===== config.mk =====
export PLATFORM = sky130hd
export DESIGN_NAME = rr_mux_2x1_ctrl
export DESIGN_NICKNAME = d
export VERILOG_FILES = /design/src/rtl/rr_mux_2x1_ctrl.sv
export SDC_FILE = /design/constraint.sdc
export NUM_CORES = 1
export LEC_CHECK = 0
export ABC_AREA = 1
export CORE_AREA = 5 5 42 44
export DETAILED_ROUTE_END_ITERATION = 12
export DIE_AREA = 0 0 47 49
export DONT_BUFFER_PORTS = 1
export PLACE_DENSITY = 0.71
export SYNTH_ARGS = -nofsm -noshare
export SYNTH_HDL_FRONTEND = slang
export SYNTH_SLANG_ARGS = --single-unit

===== constraint.sdc =====
create_clock -name clk -period 1.3 [get_ports clk]
set_input_delay 0.13 -clock clk [delete_from_list [all_inputs] [get_ports clk]]
set_output_delay 0.13 -clock clk [all_outputs]
set_load 0.01 [all_outputs]

===== src/rtl/rr_mux_2x1_ctrl.sv =====
// Two-channel arbiter with a single-entry output register; s drives the select of
// the downstream 2:1 data mux and y_src tags each word with its source channel.
module rr_mux_2x1_ctrl #(
    parameter int unsigned DATA_W    = 8,
    parameter int unsigned PRIO_MODE = 0
) (
    input  logic              clk,
    input  logic              rst_n,
    input  logic              i0_valid,
    input  logic [DATA_W-1:0] i0_data,
    output logic              i0_ready,
    input  logic              i1_valid,
    input  logic [DATA_W-1:0] i1_data,
    output logic              i1_ready,
    output logic              s,
    output logic              y_valid,
    output logic [DATA_W-1:0] y_data,
    output logic              y_src,
    input  logic              y_ready
);

    localparam bit FIXED_PRIO = (PRIO_MODE != 32'd0);

    typedef enum logic {
        EMPTY = 1'b0,
        FULL  = 1'b1
    } state_t;

    state_t state;
    logic   ptr;        // last granted channel
    logic   any_valid;
    logic   can_load;
    logic   load;

    // Grant select and ready generation; with no requester, s points at the favoured channel
    always_comb begin
        s         = ~ptr;
        any_valid = 1'b0;
        can_load  = 1'b0;
        i0_ready  = 1'b0;
        i1_ready  = 1'b0;
        load      = 1'b0;

        any_valid = i0_valid | i1_valid;
        if (i0_valid && i1_valid) begin
            s = FIXED_PRIO ? 1'b0 : ~ptr;
        end else if (i0_valid) begin
            s = 1'b0;
        end else if (i1_valid) begin
            s = 1'b1;
        end

        can_load = (state == EMPTY) | y_ready;
        i0_ready = can_load & any_valid & ~s;
        i1_ready = can_load & any_valid & s;
        load     = i0_ready | i1_ready;
    end

    assign y_valid = (state == FULL);

    // Output register and pointer; pointer moves only on an accepted word
    always_ff @(posedge clk or negedge rst_n) begin
        if (!rst_n) begin
            state  <= EMPTY;
            y_data <= '0;
            y_src  <= 1'b0;
            ptr    <= 1'b1;
        end else if (load) begin
            state  <= FULL;
            y_data <= s ? i1_data : i0_data;
            y_src  <= s;
            ptr    <= s;
        end else if (y_ready) begin
            state  <= EMPTY;
        end
    end

endmodule

* Word level (Yosys, flattened, before mapping)
Index checks and enable logic that the tools add are counted.
Storage, ports and cells: flip-flop bits (word level) 11, input port bits 21, output and inout port bits 13, logic and storage cells 21
Operators by class: reductions and logical operators 2, bitwise logic cells 9, mux-type cells 6
Operators by type and width (number):
- two-way mux 8 bit | 1
- two-way mux 1 bit | 5
- AND 1 bit | 3
- inverter 1 bit | 3
- bitwise OR 1 bit | 3
- nonzero test 2 bit | 1
- logical AND 1 bit | 1

* Depth between registers and ports, before layout
depth after elaboration 8, gate-level depth with buffers 9, depth with buffers taken out 7

* Least setup slack after synthesis
OpenSTA, ideal clock, no wires.
path kind register to output, start point register ptr, end point output port i0_ready, required time 1170 ps, path slack 24 ps, stages on the path, launching flop included 5, buffers on the path 0, arrival 1146 ps, cell sequence dfstp_2 nand2_2 a21oi_4 inv_2 nor2_1
Between the ends: word-level cells in the longest chain between the ends 6
Ends and longest elaborated chain:
- start, declared | line 30 | logic ptr;
- start signal, assigned | line 72 | ptr <= s;
- inverter 1 bit (*) | line 37, 46
- two-way mux 1 bit | line 49 | end else if (i1_valid) begin
- two-way mux 1 bit | line 47 | end else if (i0_valid) begin
- two-way mux 1 bit (*) | line 45 | if (i0_valid && i1_valid) begin
- via s | line 15 | output logic s,
- inverter 1 bit (*) | line 54 | i0_ready = can_load & any_valid & ~s;
- AND 1 bit (*) | line 54
- end, declared | line 11 | output logic i0_ready,
The timed path passes the listed nets; every way through them passes the cells marked *.

* Worst setup path in the final report
start point register ptr, end point output port s
Between the ends: word-level cells in the longest chain between the ends 4
Ends and longest elaborated chain (line):
- inverter 1 bit (*) | 37, 46
- two-way mux 1 bit | 49
- two-way mux 1 bit | 47
- two-way mux 1 bit (*) | 45
- end, declared | 15
Mark *: on every way between the ends. The rest lies on a longest branch, timed or not.

==> impl_metrics.json <==
{
  "total_power_mw": 0.994,
  "p_int_mw": 0.640,
  "overflow": 0,
  "clock_sinks": 11,
  "post_dp_cell_area_um2": 661,
  "ant_nets": 0,
  "seq_area_frac_synth_pct": 43.7,
  "slew_headroom_pct": 65.8,
  "dp.cells": 98,
  "period_minus_slack_ns": 1.34,
  "port_buffers": 0,
  "netlist_area_um2": 633,
  "hpwl_mm": 1.17,
  "core_region_area_um2": 1400,
  "vias": 542,
  "cp-start-kind": "flop",
  "diodes": 0,
  "track_usage_pct": 14.1,
  "drc_errors": 0,
  "timing.rr.end": "y_data[2]$_DFFE_PN0P_",
  "cp.depth": 4,
  "final.setup.tns_ns": -0.115,
  "crit_end": "s",
  "dieArea_um2": 2300,
  "fin_cells": 104,
  "critPathTopFamily": "flip-flops",
  "slew_violations": 0,
  "syn_avg_cell_area_um2": 7.91,
  "cp.buffers_inverters": 2,
  "setup_ws_ns": -0.0442,
  "setup_viol": 3,
  "drtIter0Drc": 12,
  "critPathMaxFanout": 3,
  "cts_tree": "yes",
  "nets": 110,
  "pwr-share-seq_pct": 50.2,
  "routabilityCongestion": 0.734,
  "cts_root_buf": "clkbuf_4",
  "critPathLaunch": "ptr$_DFFE_PN1P_",
  "ff2ff_path_depth": 6,
  "status": "finished, violations left",
  "cts_buffers": 3,
  "die_w_um": 47,
  "peakVddDrop_mv": 0.851,
  "power_density_nw_per_um2": 1380,
  "ios": 34,
  "period_share_pct": 103,
  "cts_buffer_depth": 2,
  "syn_nets": 101,
  "clk-insertion-delay-late_ns": 0.26,
  "dieHeight_um": 49,
  "cp.arrival_ns": 1.21,
  "finalHoldViolations": 0,
  "start_util_pct": 45.2,
  "finClkSkew_ns": 0.000627,
  "max_freq_ghz": 0.744,
  "cp_slowest_cell": "dfstp_2",
  "p_switching_mw": 0.355,
  "r2r_start": "ptr$_DFFE_PN1P_",
  "antenna_found_initial": 0,
  "area.growth.synth_to_final_pct": 13.8,
  "synth_cell_types": 14,
  "yosysTopAreaCell": "dfrtp_1",
  "placementRows": 14,
  "critPathKind": "flop to output pin",
  "grt_pass1_wl_mm": 2.31,
  "cp_data_required_time_ns": 1.17,
  "grt_start_max_net_pins": 15,
  "htreeDepth": 1,
  "netlist_instances": 80,
  "path_cells": "nand2_2 > a21oi_4 > inv_2 > buf_6",
  "clk_pin_slew_ns": 0.07,
  "hp-class": "primary input to flop",
  "yosysTopAreaCellShare_pct": 39.5,
  "wl_per_cell_um": 14.6,
  "end_kind": "output pin",
  "drt_first_pass_iters": 4,
  "worst_path_largest_cell_delay_ns": 0.55,
  "final_area_um2": 721,
  "synth_area_leaders": "dfrtp_1 40%, nand2_1 14%, nand2_2 7.9%, nand4_1 7.9%, nand3_1 6.3%",
  "worstMarginPinSlew_ns": 0.512,
  "r2r_slack_ns": 0.04,
  "p_clk_share_pct": 22.8,
  "cap_viol_max_count": 0,
  "yosysWarnings": 0,
  "drive_above_1_share_pct": 29.5,
  "failed_checks": "negative setup slack",
  "p_comb_share_pct": 26.9,
  "vias_per_cell": 5.21,
  "grt_pass1_vias": 548,
  "yosys_register_bits": 11,
  "finish.utilization_pct": 51.4,
  "power_switching_share_pct": 35.7,
  "grt_setup_unrepaired": "yes",
  "p_leak_nw": 0.389,
  "drt_wl_total_mm": 1.52
}
==> worst register-to-register path, delay by kind of cell, from the launching register on <==
kind                   cells  cell delay (ns)
AO/OA/AOI/OAI              1             0.14
buffers and inverters      2             0.30
AND/OR/NAND/NOR            3             0.22
flip-flops                 1             0.55
==> flip-flops by register name, summed over array words and instances, names as in the netlist <==
signal,cells
y_data,8
ptr,1
y_src,1
y_valid,1
==> logic make-up (layout without fill, tap and decap cells) <==
group           count (synthesis)  after routing  synth area share (%)
compound gates                  1              1                  2.57
simple gates                   52             52                  41.5
flops                          11             11                  43.7
buf+inv                        16             24                  12.3
==> area by class of cell <==
type	instances	area (um^2)
Fill cell	152	681
Tap cell	16	20.0
Multi-Input combinational cell	53	292
Clock buffer	4	26.3
Timing Repair Buffer	6	51.3
Sequential cell	11	277
Inverter	14	55.1
==> synthesized netlist by cell type <==
library cell,n
inv_1,10
nand3_1,8
nand4_1,8
nand2_1,23
dfstp_2,1
nand2_4,2
inv_4,1
nand2_2,8
nor2_1,2
nor2_2,1
a21oi_4,1
dfrtp_1,10
buf_6,2
inv_2,3
==> per-stage QoR <==
step | setup slack (ns) | hold slack [ns]
after CTS | -0.0750 | 0.00134
after floorplan | 0.0245 | -0.166
after detailed placement | 0.148 | -0.165
after global placement | 0.182 | -0.165
after global routing | -0.0976 | 0.00171
final | -0.0442 | 0.00527
==> worst min path at each step <==
stage	depth (start not counted)	endpoint	startpoint	slack, ns
floorplan	0	y_data[0]$_DFFE_PN0P_	rst_n	-0.17
global placement	0	y_data[6]$_DFFE_PN0P_	rst_n	-0.17
detailed placement	0	y_src$_DFFE_PN0P_	rst_n	-0.17
CTS	2	y_data[6]$_DFFE_PN0P_	i0_data[6]	0.001
global route	2	y_data[7]$_DFFE_PN0P_	i0_data[7]	0.002
finish	2	y_data[6]$_DFFE_PN0P_	i0_data[6]	0.005
==> timing repair <==
action	CTS	global route
pin swaps	1	2
hold buffers	1	0
endpoints found under the hold margin	11	0
setup endpoints to repair	3	11
buffers inserted	1	0
gates resized for setup	1	3
==> cell usage in the layout (no fill, tap or decap) <==
cell type	count
nand2_1	23
inv_1	10
dfrtp_1	10
nand2_2	8
nand4_1	8
nand3_1	8
buf_4	4
inv_2	3
clkbuf_4	3
nand2_4	2
nor2_4	2
nor2_1	1
a21oi_4	1
inv_4	1
clkbuf_1	1
dlygate4sd3_1	1
buf_6	1
dfstp_2	1
==> routing by layer <==
| metal | GRT usage [%] | wire (um) | vias to the layer above |
|---|---|---|---|
| met1 | 13.0 | 533 | 248 |
| met3 | 7.38 | 178 | 2 |
| met5 | 0 | 0 | - |
| met2 | 23.8 | 799 | 24 |
| li1 | - | - | 268 |
| met4 | 6.91 | 11 | 0 |
==> power groups by stage <==
stage / sequential, mW / combinational, mW / clock (mW)
floorplan: 0.493 / 0.193 / 0
global placement: 0.505 / 0.229 / 0
detailed placement: 0.508 / 0.237 / 0
CTS: 0.501 / 0.258 / 0.237
global route: 0.506 / 0.301 / 0.254
finish: 0.500 / 0.268 / 0.227
Note: power is estimated with default switching activity, not from simulation.
